--- src/rtl/vector_check_sequencer.sv ---
// Table-driven stimulus/check engine: applies stored vectors to a block under test,
// waits a settle time, compares masked responses and reports error count and first failure.
module vector_check_sequencer #(
  parameter  int IN_W    = 2,
  parameter  int OUT_W   = 2,
  parameter  int NUM_VEC = 5,
  parameter  int SETTLE  = 1,
  parameter  int ERR_W   = 8,
  localparam int ADDR_W  = (NUM_VEC > 1) ? $clog2(NUM_VEC) : 1
) (
  input  logic              fast_clock,
  input  logic              reset_n,
  input  logic              start_process,
  input  logic              stop_on_fail,
  input  logic              vec_wr_en,
  input  logic [ADDR_W-1:0] vec_wr_addr,
  input  logic [IN_W-1:0]   vec_wr_stim,
  input  logic [OUT_W-1:0]  vec_wr_exp,
  input  logic [OUT_W-1:0]  vec_wr_mask,
  output logic [IN_W-1:0]   dut_in,
  input  logic [OUT_W-1:0]  dut_out,
  output logic              busy,
  output logic              done,
  output logic              pass,
  output logic [ERR_W-1:0]  err_count,
  output logic [ADDR_W-1:0] first_fail_idx,
  output logic              first_fail_vld
);

  // state | meaning
  // IDLE  | no run since reset, waiting for start_process
  // WAIT  | vector applied, settle counter running down
  // CHECK | masked compare of dut_out against expected
  // DONE  | run finished, results held until next start
  typedef enum logic [1:0] {S_IDLE, S_WAIT, S_CHECK, S_DONE} state_t;

  localparam int CNT_W = (SETTLE > 0) ? $clog2(SETTLE + 1) : 1;

  state_t              state_q, state_d;
  logic [ADDR_W-1:0]   idx_q, idx_d;
  logic [CNT_W-1:0]    cnt_q, cnt_d;
  logic                stop_q, stop_d;
  logic [IN_W-1:0]     dut_in_q, dut_in_d;
  logic                busy_q, busy_d;
  logic                done_q, done_d;
  logic                pass_q, pass_d;
  logic [ERR_W-1:0]    err_q, err_d;
  logic [ADDR_W-1:0]   ffi_q, ffi_d;
  logic                ffv_q, ffv_d;

  logic [IN_W-1:0]     stim_q [NUM_VEC];
  logic [IN_W-1:0]     stim_d [NUM_VEC];
  logic [OUT_W-1:0]    exp_q  [NUM_VEC];
  logic [OUT_W-1:0]    exp_d  [NUM_VEC];
  logic [OUT_W-1:0]    mask_q [NUM_VEC];
  logic [OUT_W-1:0]    mask_d [NUM_VEC];

  logic                idle_or_done;
  logic                mism;
  logic                last_vec;
  logic [ADDR_W-1:0]   idx_nxt;

  assign idle_or_done = (state_q == S_IDLE) || (state_q == S_DONE);
  assign idx_nxt      = idx_q + ADDR_W'(1);
  assign mism         = |((dut_out ^ exp_q[idx_q]) & mask_q[idx_q]);
  assign last_vec     = (idx_q == ADDR_W'(NUM_VEC - 1)) || (stop_q && mism);

  always_comb begin
    stim_d = stim_q;
    exp_d  = exp_q;
    mask_d = mask_q;
    if (vec_wr_en && idle_or_done && (32'(vec_wr_addr) < NUM_VEC)) begin
      stim_d[vec_wr_addr] = vec_wr_stim;
      exp_d[vec_wr_addr]  = vec_wr_exp;
      mask_d[vec_wr_addr] = vec_wr_mask;
    end
  end

  // Table is deliberately not reset so a reset between runs keeps the loaded vectors.
  always_ff @(posedge fast_clock) begin
    if (reset_n) begin
      stim_q <= stim_d;
      exp_q  <= exp_d;
      mask_q <= mask_d;
    end
  end

  always_comb begin
    state_d  = state_q;
    idx_d    = idx_q;
    cnt_d    = cnt_q;
    stop_d   = stop_q;
    dut_in_d = dut_in_q;
    busy_d   = busy_q;
    done_d   = done_q;
    pass_d   = pass_q;
    err_d    = err_q;
    ffi_d    = ffi_q;
    ffv_d    = ffv_q;
    unique case (state_q)
      S_IDLE, S_DONE: begin
        if (start_process) begin
          idx_d    = '0;
          dut_in_d = stim_q[0];
          cnt_d    = CNT_W'(SETTLE);
          stop_d   = stop_on_fail;
          err_d    = '0;
          ffi_d    = '0;
          ffv_d    = 1'b0;
          done_d   = 1'b0;
          pass_d   = 1'b0;
          busy_d   = 1'b1;
          state_d  = S_WAIT;
        end
      end
      S_WAIT: begin
        if (cnt_q == '0) state_d = S_CHECK;
        else             cnt_d   = cnt_q - CNT_W'(1);
      end
      S_CHECK: begin
        if (mism) begin
          if (err_q != {ERR_W{1'b1}}) err_d = err_q + ERR_W'(1);
          if (!ffv_q) begin
            ffi_d = idx_q;
            ffv_d = 1'b1;
          end
        end
        if (last_vec) begin
          done_d  = 1'b1;
          pass_d  = (err_d == '0);
          busy_d  = 1'b0;
          state_d = S_DONE;
        end else begin
          idx_d    = idx_nxt;
          dut_in_d = stim_q[idx_nxt];
          cnt_d    = CNT_W'(SETTLE);
          state_d  = S_WAIT;
        end
      end
      default: state_d = S_IDLE;
    endcase
  end

  always_ff @(posedge fast_clock) begin
    if (!reset_n) begin
      state_q  <= S_IDLE;
      idx_q    <= '0;
      cnt_q    <= '0;
      stop_q   <= 1'b0;
      dut_in_q <= '0;
      busy_q   <= 1'b0;
      done_q   <= 1'b0;
      pass_q   <= 1'b0;
      err_q    <= '0;
      ffi_q    <= '0;
      ffv_q    <= 1'b0;
    end else begin
      state_q  <= state_d;
      idx_q    <= idx_d;
      cnt_q    <= cnt_d;
      stop_q   <= stop_d;
      dut_in_q <= dut_in_d;
      busy_q   <= busy_d;
      done_q   <= done_d;
      pass_q   <= pass_d;
      err_q    <= err_d;
      ffi_q    <= ffi_d;
      ffv_q    <= ffv_d;
    end
  end

  assign dut_in         = dut_in_q;
  assign busy           = busy_q;
  assign done           = done_q;
  assign pass           = pass_q;
  assign err_count      = err_q;
  assign first_fail_idx = ffi_q;
  assign first_fail_vld = ffv_q;

endmodule

--- config.mk ---
export PLATFORM = sky130hd
export DESIGN_NAME = vector_check_sequencer
export DESIGN_NICKNAME = d
export VERILOG_FILES = /design/src/rtl/vector_check_sequencer.sv
export SDC_FILE = /design/constraint.sdc
export NUM_CORES = 1
export LEC_CHECK = 0
export BUFFER_PORTS_ARGS = -buffer_cell sky130_fd_sc_hd__buf_2
export CORE_MARGIN = 2
export CORE_UTILIZATION = 50
export DETAILED_ROUTE_END_ITERATION = 10
export GPL_TIMING_DRIVEN = 0
export PLACE_DENSITY = 0.79
export SLEW_MARGIN = 5
export SYNTH_ARGS = -nofsm -noshare
export SYNTH_HDL_FRONTEND = slang
export SYNTH_SLANG_ARGS = --single-unit
--- constraint.sdc ---
create_clock -name fast_clock -period 4.09 [get_ports fast_clock]
set_clock_uncertainty 0.15 [all_clocks]
set_input_delay 0.818 -clock fast_clock [delete_from_list [all_inputs] [get_ports fast_clock]]
set_output_delay 0.818 -clock fast_clock [all_outputs]
set_load 0.02 [all_outputs]
Yosys cells after proc, flatten, opt, wreduce, memory -nomap -nowiden

Index checks and enable logic that the tools add are counted.

Register bits: 54
Input bits: 16
Output and inout bits: 17
Word-level logic and storage cells: 115

Eq/ne operators: 11
Mux-type cells: 45
Magnitude comparators: 5
Reductions and logical operators: 20
$add $sub $neg: 3
Bitwise logic cells: 5

Operators with widths:

| operator                                                                      | count |
|---|---|
| 8-bit two-way mux                                                             | 4 |
| 10-bit bitwise mux                                                            | 3 |
| 2-bit two-way mux                                                             | 12 |
| 2-bit binary-select mux with 3-bit select                                     | 3 |
| 8-bit one-hot mux with 2 select lines                                         | 1 |
| 4-bit greater-or-equal comparator (second input constant)                     | 3 |
| 3-bit two-way mux                                                             | 4 |
| 2-bit inequality test (second input constant)                                 | 6 |
| 3-bit inverter with 4-bit output                                              | 3 |
| 3-bit one-hot mux with 2 select lines                                         | 2 |
| 2-bit AND reduction                                                           | 5 |
| 3-bit AND reduction                                                           | 3 |
| 8-bit by 1-bit adder with 8-bit output (second input constant)                | 1 |
| 8-bit logical NOT                                                             | 1 |
| 1-bit two-way mux                                                             | 8 |
| 8-bit inequality test (second input constant)                                 | 1 |
| 1-bit one-hot mux with 2 select lines                                         | 4 |
| 2-bit demux with 3-bit select                                                 | 1 |
| 2-bit one-hot mux with 3 select lines                                         | 1 |
| 2-bit equality test (second input constant)                                   | 2 |
| 1-bit logical AND                                                             | 4 |
| 4-bit by 1-bit less-than comparator with 1-bit output (second input constant) | 1 |
| 2-bit one-hot mux with 2 select lines                                         | 1 |
| 4-bit AND reduction                                                           | 1 |
| other kinds (12)                                                              | 14 |

Logic depth before layout (Yosys ltp)

Gate-level depths: netlist of the first run.

Depth in word-level cells: 12
Gate-level depth with buffers: 9
Gate-level depth less buffers: 8

Least setup slack after synthesis of the first run

OpenSTA, ideal clock, no wires.

Path type: input to register
Start: input dut_out[1]
End: register pass_q (netlist: pass)
Arrival: 2234 ps
Slack: 1590 ps
Stages: 7
Required time: 3824 ps
Buffers on the path: 0
Setup time: 116 ps
Path through: xor2_1 > a221oi_1 > nor3_4 > o211ai_2 > nor3b_1 > o211a_1 > a31o_1

Longest elaborated chain between the ends: 8
Elaborated cells between the ends (all ways): 12
Those cells by class: eq/ne (1); mux (4); bitwise (2); reduce/logical (5)

Ends and longest elaborated chain:

| element                               | line | RTL |
|---|---|---|
| from (decl)                           | 21   | `input logic [OUT_W-1:0] dut_out,` |
| 2-bit XOR *                           | 65   | `assign mism = \|((dut_out ^ exp_q[idx_q]) & mask_q[idx_q]);` |
| 2-bit AND *                           | 65   |  |
| 2-bit OR reduction *                  | 65   |  |
| 8-bit two-way mux                     | 121  | `if (mism) begin` |
| 8-bit two-way mux                     | 100  | `unique case (state_q)` |
| 8-bit logical NOT                     | 130  | `pass_d = (err_d == '0);` |
| 1-bit two-way mux                     | 128  | `if (last_vec) begin` |
| 1-bit one-hot mux with 2 select lines | 100  |  |
| to (signal assigned)                  | 165  | `pass_q <= pass_d;` |
| to (decl)                             | 46   | `logic pass_q, pass_d;` |

Every way passes the cells marked *; elsewhere a longest branch is shown, timed or not. The select of a mux whose other input is x is not followed.
A chain may end at the register's enable or synchronous reset.

Final worst setup path of the first run

Start: register state_q[0]
End: register exp_q[9] (netlist name) (enable)

Longest elaborated chain between the ends: 5
Elaborated cells between the ends (all ways): 6
Those cells by class: eq/ne (1); reduce/logical (5)

Ends and longest elaborated chain:

| element                                                         | line | RTL |
|---|---|---|
| from (decl)                                                     | 39   | `state_t state_q, state_d;` |
| from (signal assigned)                                          | 158  | `state_q <= state_d;` |
| 2-bit equality test / 2-bit logical NOT (equally long branches) | 63   | `assign idle_or_done = (state_q == S_IDLE) \|\| (state_q == S_DONE);` |
| 1-bit logical OR *                                              | 63   |  |
| 1-bit logical AND * (2 in a row)                                | 72   | `if (vec_wr_en && idle_or_done && (32'(vec_wr_addr) < NUM_VEC)) begin` |
| 2-bit AND reduction (no line) *                                 | -    |  |
| to (signal assigned)                                            | 83   | `exp_q <= exp_d;` |
| to (decl)                                                       | 53   | `logic [OUT_W-1:0] exp_q [NUM_VEC];` |

Every way passes the cells marked *; elsewhere a longest branch is shown, timed or not.

==> results of run 1 <==
## cells in the final DEF, fill, tap and decap left out, drive strengths merged, types with 3 or more instances in the layout
cell / n
a21boi: 3
nor2: 13
clkbuf: 13
a21oi: 17
inv: 12
edfxtp: 30
o21a: 5
o21ai: 17
a221oi: 3
nor3: 7
and3: 3
nand2: 26
buf: 35
xor2: 7
nor4: 6
dfxtp: 24
nand3: 6
mux2i: 8
and4: 4
ha: 5
and2: 4
nand2b: 3
o31ai: 3
nor3b: 4
## flip-flops by register name, summed over array words and instances (netlist names), 2 cells and up
signal / cells
idx_q: 3
mask_q: 10
dut_in: 2
exp_q: 10
err_count: 8
stim_q: 10
state_q: 2
first_fail_idx: 3
## Yosys cell counts, types with 4 or more instances
cell type,count,area (um^2)
a21oi_1,14,70.07
clkbuf_1,7,26.28
dfxtp_1,24,480.5
edfxtp_1,30,900.9
ha_1,5,62.56
inv_1,10,37.54
mux2i_1,8,80.08
nand2_1,24,90.09
nand3_1,6,30.03
nor2_1,13,48.80
nor3_1,6,30.03
nor3b_1,4,30.03
nor4_1,6,37.54
o21a_1,5,37.54
o21ai_0,8,40.04
o21ai_1,8,40.04
xor2_1,7,61.31
## tightest hold or removal path, cell delays in order, from the launching register on
cell and delay (ns):
dfxtp_1 0.32, nand2_1 0.07, a21oi_2 0.05
## how the worst max path moves through the flow
stage               slack (ns)  cells after the start                  end
floorplan                 1.59                      7    pass$_SDFFE_PN0P_
global placement          1.27                      5   exp_q[1]$_DFFE_PP_
detailed placement        1.22                      5   exp_q[9]$_DFFE_PP_
CTS                       1.19                      5  mask_q[9]$_DFFE_PP_
global route              1.06                      5  mask_q[9]$_DFFE_PP_
finish                    1.21                      5   exp_q[9]$_DFFE_PP_
## where the power goes
| group | total (mW) | switching (mW) | leakage, nW | internal [mW] |
|---|---|---|---|---|
| clock | 0.301 | 0.180 | 0.0374 | 0.121 |
| combinational | 0.133 | 0.0861 | 0.598 | 0.0473 |
| sequential | 0.594 | 0.00910 | 0.465 | 0.585 |
## per-stage QoR
stage | hold slack [ns] | instance area, um^2 | std cells | total power [mW] | utilization (%)
4_1_cts | 0.3292 | 3070 | 364 | 1.029 | 58.99
3_5_place_dp | 0.3136 | 2983 | 356 | 0.7369 | 57.31
2_1_floorplan | 0.3081 | 2735 | 254 | 0.6956 | -
6_report | 0.3284 | 3083 | 364 | 1.028 | 59.23
5_1_grt | 0.3616 | 3083 | 364 | 1.066 | 59.23
3_3_place_gp | 0.3076 | 2983 | 356 | 0.7340 | 57.31
## layout make-up
cell class	count	share of cell area (%)
flip-flops and latches	54	44.80
multi-input cells	176	40.46
repair buffers	32	5.195
well taps	70	2.841
plain buffers	12	2.394
clock buffers	6	2.354
inverters	12	1.461
clock inverters	2	0.4870
## per-layer routing
| layer | wire [um] | share of wire [%] | track usage [%] |
|---|---|---|---|
| met3 | 242 | 4.4 | 3.605 |
| met4 | 89 | 1.6 | 6.667 |
| met2 | 2713 | 49 | 32.24 |
| met1 | 2509 | 45 | 25.95 |
| met5 | 0 | 0 | 0 |
## cell families after synthesis
family / count (synthesis) / share of synthesized area (%)
AND/OR/NAND/NOR: 84 / 16.56
AO/OA/AOI/OAI: 68 / 18.85
flip-flops: 54 / 50.50
buffers and inverters: 24 / 4.346
multiplexers: 10 / 4.575
XOR/XNOR: 9 / 2.882
adder cells (fa/ha/maj): 5 / 2.287
==> results.json, run 1 <==
{
  "status": "completed",
  "worstPathRequired_ns": 3.86,
  "path_cells": "inv_1 > ha_1 > clkbuf_1 > nand2_1 > nor4_1",
  "h-tree-depth": 2,
  "synth_flop_cell": "edfxtp_1",
  "nets": 314,
  "post_cts_buffers": 0,
  "dpl.hpwl_mm": 3.991,
  "rsz0062_at_grt": "false",
  "fmax_ghz": 0.3473,
  "holdCritPathClass": "register to register",
  "ctsResizeCount": 0,
  "grt_pass1_wl_mm": 9.418,
  "rows": 26,
  "vias_per_cell": 5.788,
  "finalSetupTns_ns": 0,
  "slew_headroom_pct": 10.95,
  "ys_warn_count": 0,
  "startpoint_type": "register",
  "antenna_left": 0,
  "grt_pass1_vias": 2025,
  "grt-ovfl-total": 0,
  "ys_seq_elements": 54,
  "peakVddDrop_mv": 0.2613,
  "fin_ws_ns": 1.210,
  "wl_per_cell_um": 15.26,
  "syn_inst": 254,
  "reg2reg_slack_ns": 1.21,
  "seq_area_mm2": 0.001381,
  "cp.arrival_ns": 2.65,
  "max-cap-violations": 0,
  "slew_violations": 0,
  "synth_fp_nets": 275,
  "finalSetupViolations": 0,
  "min_period_ns": 2.880,
  "drt-pass1-iter-count": 4,
  "clkTransAtPathRegs_ns": 0.10,
  "io_pins": 33,
  "antenna_found_initial": 0,
  "cts-buffers-inserted": 5,
  "gp_congestion": 0.8802,
  "core_mm2": 0.005205,
  "slowest_stage": "nor4_1",
  "post_synth.cell_area_avg_um2": 10.77,
  "route.detailed.drc": 0,
  "critPathKind": "register to register",
  "worst_pin_slew_ns": 1.324,
  "num-fill-cells": 448,
  "hp-start": "dut_in[1]$_SDFFE_PN0P_",
  "die_area_mm2": 0.006078,
  "multiInputGateArea_mm2": 0.001247,
  "hold_buffers": 0,
  "async_flop_share_pct": 0,
  "max_stage_delay_ns": 1.10,
  "r2r_end": "exp_q[9]$_DFFE_PP_",
  "cts.sinks": 54,
  "min_to": "dut_in[1]$_SDFFE_PN0P_",
  "startpoint": "state_q[0]$_SDFFE_PN0P_",
  "drt_iter0_drc": 118,
  "cts_max_path_buffers": 2,
  "num_antenna_cells": 0,
  "post-route-period-util_pct": 70.41,
  "post_synth_num_cell_types": 60,
  "ys_seq_area_share_pct": 50.50,
  "portBuffers": 32,
  "start_util_pct": 52.55,
  "drive_gt1_share_pct": 21.43,
  "wl_mm": 5.554,
  "synth_edf_count": 30,
  "via_count": 2107,
  "hold_viol_final": 0,
  "place_ws_ns": 1.217,
  "syn_area_mm2": 0.002735,
  "grt_usage_pct": 19.54,
  "clk_latency_ns": 0.30,
  "die_x_um": 77.96,
  "whs_path_depth": 2,
  "grt_max_degree": 18,
  "r2r_cells": 5,
  "path_delay_family": "simple AND/OR/NAND/NOR gates",
  "area_delta_synth_final_pct": 12.72,
  "endpoint_kind": "register",
  "fp.dieH_um": 77.96,
  "leakagePower_nw": 1.101,
  "crit_buf_inv": 2,
  "cts_tree": "built",
  "p_per_area_mw_per_mm2": 333.6,
  "cts_root_buf": "clkbuf_8",
  "cp_max_fo": 10,
  "timing.rr.start": "state_q[0]$_SDFFE_PN0P_"
}
(Power assumes the default switching activity.)
==> run 2, diff against run 1 <==
Settings changed: ABC_AREA from default to 1.
Clock period 4.09 ns to 3 ns, I/O delays scaled along.
==> results.json, run 2 <==
{
  "status": "completed",
  "synth_top_family_by_area": "simple AND/OR/NAND/NOR gates",
  "slew_violations": 0,
  "nets": 399,
  "ys_seq_area_share_pct": 46.82,
  "drt_iter0_drc": 158,
  "holdCritPathClass": "register to register",
  "worst_pin_slew_ns": 1.218,
  "final_common_cell": "nand2_1",
  "slew_headroom_pct": 18.07,
  "syn_inst": 339,
  "finalSetupTns_ns": 0,
  "largestRegisters": "exp_q: 10 flops, mask_q: 10 flops, stim_q: 10 flops",
  "switchingPower_mw": 0.3571,
  "clk_latency_ns": 0.30,
  "via_count": 2369,
  "yosys.area_share.simple_pct": 31.81,
  "grt_pass1_wl_mm": 9.839,
  "antenna_left": 0,
  "leakagePower_nw": 1.381,
  "r2r_cells": 4,
  "pwr-share-seq_pct": 54.2,
  "num_antenna_cells": 0,
  "post-route-period-util_pct": 84.80,
  "ys_seq_elements": 54,
  "synth_top_area_share_pct": 30.53,
  "synth_edf_count": 30,
  "cp_max_fo": 6,
  "grt_max_degree": 18,
  "synth_fp_nets": 360,
  "cts_max_path_buffers": 2,
  "max-cap-violations": 0,
  "pwr-share-comb_pct": 11.1,
  "die_area_mm2": 0.006531,
  "post_cts_buffers": 0,
  "dpl.hpwl_mm": 4.321,
  "gp_congestion": 0.9044,
  "drt-pass1-iter-count": 4,
  "yosysMostFrequentCell": "nand2_1",
  "min_period_ns": 2.544,
  "drive_gt1_share_pct": 22.69,
  "post_synth.cell_area_avg_um2": 8.703,
  "ys_warn_count": 0,
  "cts-buffers-inserted": 5,
  "synth_flop_cell": "edfxtp_1",
  "r2r_end": "exp_q[8]$_DFFE_PP_",
  "area_delta_synth_final_pct": 12.81,
  "min_to": "busy$_SDFFE_PN0P_",
  "start_util_pct": 52.61,
  "p_per_area_mw_per_mm2": 445.2,
  "synth_area_leaders": "edfxtp_1 31%, dfxtp_1 16%, nand2_1 11%",
  "wl_mm": 5.914,
  "fp.dieH_um": 80.82,
  "h-tree-depth": 2,
  "design_area_mm2": 0.003328,
  "die_x_um": 80.82,
  "cp.arrival_ns": 2.32,
  "portBuffers": 32,
  "grt-ovfl-total": 0,
  "power_mw": 1.482,
  "peakVddDrop_mv": 0.3681,
  "layout_common_cells": "83 x nand2_1, 40 x nand3_1, 34 x inv_1",
  "core_mm2": 0.005608,
  "p_int_mw": 1.125,
  "reg2reg_slack_ns": 0.46,
  "synthMuxAreaShare_pct": 0,
  "synthXorXnorAreaFrac_pct": 2.078,
  "wl_per_cell_um": 13.11,
  "postPlaceCellArea_mm2": 0.003207,
  "endpoint_kind": "register",
  "antenna_found_initial": 0,
  "rsz0062_at_grt": "false",
  "cts.sinks": 54,
  "syn_area_mm2": 0.002950,
  "hp-start": "busy$_SDFFE_PN0P_",
  "grt_pass1_vias": 2155,
  "vias_per_cell": 5.253,
  "route.detailed.drc": 0,
  "synth_adder_area_share_pct": 2.120,
  "clkTransAtPathRegs_ns": 0.10,
  "async_flop_share_pct": 0,
  "timing.rr.start": "state_q[0]$_SDFFE_PN0P_",
  "yosys.area.top_type": "edfxtp_1",
  "grt_usage_pct": 19.29,
  "worstPathRequired_ns": 2.77,
  "cts_root_buf": "clkbuf_8",
  "whs_path_depth": 2,
  "post_synth_num_cell_types": 39,
  "io_pins": 33,
  "rows": 27,
  "switching_share_pct": 24.10,
  "hold_buffers": 0,
  "pwr-share-clk_pct": 34.7,
  "fmax_ghz": 0.3931,
  "synth_compound_area_share_pct": 9.542,
  "startpoint_type": "register",
  "cts_tree": "built",
  "ctsResizeCount": 0,
  "ys_top_cells_by_count": "83 x nand2_1, 40 x nand3_1, 34 x inv_1, 30 x edfxtp_1, 24 x dfxtp_1",
  "critPathKind": "register to register",
  "finalSetupViolations": 0,
  "hold_viol_final": 0
}
run 2: cell count changes after synthesis, moves of 8 or more:
cell,before,now
a21oi_1,14,22
nand3_1,6,40
inv_1,10,34
mux2i_1,8,0
nand2_1,24,83
run 2: kinds of logic (layout without fill, tap and decap cells):
kind of cell / count (synthesis) / in the layout
simple gates: 182 / 182
flops: 54 / 54
compound gates: 45 / 45
xor+xnor: 7 / 7
fa+ha+maj: 5 / 5
buf+inv: 46 / 86
run 2: area by class of cell:
type	instances	area (um^2)
buffer	10	85.08
clock buffer	6	82.58
clock inverter	2	38.79
fill	501	2280
inverter	36	140.1
multi-input combinational	239	1350
sequential	54	1381
tap	72	90.09
timing repair buffer	32	160.2
run 2: power by group through the flow:
stage          Combinational (mW)  Sequential, mW  Clock (mW)
2_1_floorplan               0.109           0.826           0
3_3_place_gp                0.159           0.820           0
3_5_place_dp                0.162           0.821           0
4_1_cts                     0.164           0.804       0.522
5_1_grt                     0.185           0.805       0.547
6_report                    0.164           0.804       0.514
run 2: how the worst max path moves through the flow:
stage / from / to / depth (start not counted)
after detailed placement: reset_n / exp_q[8]$_DFFE_PP_ / 3
final: state_q[0]$_SDFFE_PN0P_ / exp_q[8]$_DFFE_PP_ / 4
after CTS: state_q[0]$_SDFFE_PN0P_ / exp_q[8]$_DFFE_PP_ / 4
after floorplan: err_count[1]$_SDFFE_PN0P_ / pass$_SDFFE_PN0P_ / 13
after global placement: reset_n / exp_q[0]$_DFFE_PP_ / 3
after global routing: state_q[0]$_SDFFE_PN0P_ / exp_q[6]$_DFFE_PP_ / 4
run 2: per-layer routing:
metal | vias up | track usage, % | routed length (um) | part of all wire [%]
met5 | - | 0 | 0 | 0
met3 | 7 | 3.000 | 210 | 3.6
met1 | 1092 | 25.47 | 2763 | 47
met4 | 0 | 4.915 | 77 | 1.3
met2 | 49 | 33.22 | 2862 | 48
li1 | 1221 | - | - | -
run 2: per-stage QoR:
stage                     util [%]  setup slack [ns]  hold slack (ns)  cells
after floorplan                  -            0.9329           0.2893    339
after global placement       57.07            0.3003           0.2824    443
after detailed placement     57.18            0.4357           0.2894    443
after CTS                    59.35            0.4359           0.3041    451
after global routing         59.35            0.2809           0.3349    451
final                        59.35            0.4559           0.2988    451
run 2: critical path, cell delays in order (launching register included):
cell and delay, ns:
dfxtp_1 0.37, inv_1 0.05, ha_1 0.34, nand3_1 0.26, nor4_1 0.99
==> run 3, diff against run 2 <==
Settings changed: PLACE_DENSITY 0.79 to 0.82.
Clock period 3 ns to 2.3 ns, I/O delays scaled along.
==> results.json, run 3 (synthesis results as in run 2) <==
{
  "endpoint_kind": "register",
  "wl_per_cell_um": 13.64,
  "layout_common_cells": "83 x nand2_1, 40 x nand3_1, 34 x inv_1",
  "cts-buffers-inserted": 5,
  "rows": 27,
  "drt-pass1-iter-count": 5,
  "cts_tree": "built",
  "reg2reg_slack_ns": 0.03,
  "cp_max_fo": 6,
  "core_mm2": 0.005608,
  "via_count": 2390,
  "holdCritPathClass": "input port to register",
  "antenna_left": 0,
  "num_antenna_cells": 0,
  "whs_path_depth": 1,
  "final_common_cell": "nand2_1",
  "vias_per_cell": 5.288,
  "worstPathRequired_ns": 2.09,
  "grt-ovfl-total": 0,
  "rsz0062_at_grt": "true",
  "die_area_mm2": 0.006531,
  "slowest_stage": "nor4_2",
  "cp.arrival_ns": 2.06,
  "io_pins": 33,
  "place_ws_ns": -0.3025,
  "max-cap-violations": 0,
  "switching_share_pct": 25.06,
  "grt_max_degree": 19,
  "min_to": "mask_q[4]$_DFFE_PP_",
  "portBuffers": 32,
  "timing.rr.start": "state_q[0]$_SDFFE_PN0P_",
  "max_stage_delay_ns": 0.68,
  "power_mw": 1.924,
  "peakVddDrop_mv": 0.5396,
  "pwr-share-clk_pct": 34.2,
  "cts.sinks": 54,
  "wl_mm": 6.164,
  "route.detailed.drc": 0,
  "cts_max_path_buffers": 2,
  "largestRegisters": "exp_q: 10 flops, mask_q: 10 flops, stim_q: 10 flops",
  "p_int_mw": 1.442,
  "grt_pass1_wl_mm": 10.10,
  "crit_buf_inv": 1,
  "r2r_cells": 4,
  "nets": 400,
  "clk_latency_ns": 0.31,
  "status": "completed",
  "path_cells": "inv_1 > ha_1 > nand3_1 > nor4_2",
  "fmax_ghz": 0.4405,
  "min_period_ns": 2.270,
  "grt_usage_pct": 20.03,
  "area_delta_synth_final_pct": 13.70,
  "hold_viol_final": 0,
  "h-tree-depth": 2,
  "critPathKind": "register to register",
  "clkTransAtPathRegs_ns": 0.10,
  "slew_violations": 0,
  "start_util_pct": 52.61,
  "post-route-period-util_pct": 98.70,
  "gp_congestion": 0.8879,
  "die_x_um": 80.82,
  "cts_root_buf": "clkbuf_8",
  "drt_iter0_drc": 138,
  "fin_ws_ns": 0.02987,
  "r2r_end": "exp_q[8]$_DFFE_PP_",
  "grt_pass1_vias": 2203,
  "dpl.hpwl_mm": 4.464,
  "antenna_found_initial": 0,
  "hp-start": "vec_wr_mask[0]",
  "drive_gt1_share_pct": 23.95,
  "fp.dieH_um": 80.82,
  "pwr-share-comb_pct": 11.3,
  "startpoint_type": "register",
  "worst_pin_slew_ns": 0.7648,
  "finalSetupViolations": 0,
  "pwr-share-seq_pct": 54.5,
  "path_delay_family": "simple AND/OR/NAND/NOR gates",
  "p_per_area_mw_per_mm2": 573.5,
  "slew_headroom_pct": 48.59,
  "switchingPower_mw": 0.4821,
  "leakagePower_nw": 1.388
}
[run 3: cell types whose count changed in the layout (fill, tap and decap cells not counted), sizes merged]
cell,previous run,this run
buf,39,40
clkbuf,9,8
inv,37,38
[run 3: worst max path at each step]
stage / from / endpoint / slack [ns] / cells past startpoint
2_1_floorplan: err_count[1]$_SDFFE_PN0P_ / pass$_SDFFE_PN0P_ / 0.23 / 13
5_1_grt: state_q[0]$_SDFFE_PN0P_ / exp_q[8]$_DFFE_PP_ / -0.08 / 4
6_report: state_q[0]$_SDFFE_PN0P_ / exp_q[8]$_DFFE_PP_ / 0.03 / 4
4_1_cts: state_q[0]$_SDFFE_PN0P_ / exp_q[8]$_DFFE_PP_ / 0.01 / 4
3_5_place_dp: state_q[0]$_SDFFE_PN0P_ / exp_q[8]$_DFFE_PP_ / -0.30 / 4
3_3_place_gp: state_q[0]$_SDFFE_PN0P_ / exp_q[0]$_DFFE_PP_ / -0.37 / 4
[run 3: power groups by stage]
| stage | Sequential (mW) | Clock, mW | Combinational, mW |
|---|---|---|---|
| after global placement | 1.07 | 0 | 0.207 |
| after global routing | 1.05 | 0.703 | 0.244 |
| final | 1.05 | 0.657 | 0.218 |
| after detailed placement | 1.07 | 0 | 0.212 |
| after floorplan | 1.08 | 0 | 0.142 |
| after CTS | 1.05 | 0.673 | 0.217 |
[run 3: timing repair]
item / in CTS / in global routing
gates cloned: 0 / 0
gates resized for setup: 3 / 2
setup endpoints to repair: 12 / 13
hold buffers: 0 / 0
pin swaps: 0 / 2
buffers inserted: 0 / 1
[run 3: cell type report]
cell class                 instances  area (um^2)
buffer                            10        85.08
clock buffer                       5        68.82
clock inverter                     3        47.55
fill                             523         2253
inverter                          36        140.1
multi-input combinational        239         1371
sequential                        54         1384
tap                               72        90.09
timing repair buffer              33        167.7
[run 3: metal layers]
metal  share of wire [%]  wire (um)  up-vias  GRT usage (%)
li1                    -          -     1223              -
met1                  45       2748     1099          24.91
met2                  49       3048       62          35.54
met3                 5.0        309        6          4.000
met4                0.94         58        0          5.254
met5                   0          0        -              0
[run 3: through the flow]
| step | TNS (ns) | util (%) | std cells | hold slack, ns | cell area [um^2] |
|---|---|---|---|---|---|
| final | 0 | 59.82 | 452 | 0.2211 | 3354 |
| after global routing | -0.8068 | 59.82 | 452 | 0.2195 | 3354 |
| after CTS | 0 | 59.64 | 451 | 0.2139 | 3344 |
| after detailed placement | -2.959 | 57.18 | 443 | 0.3002 | 3207 |
| after global placement | -4.544 | 57.07 | 443 | 0.2809 | 3201 |
| after floorplan | 0 | - | 339 | 0.2893 | 2950 |
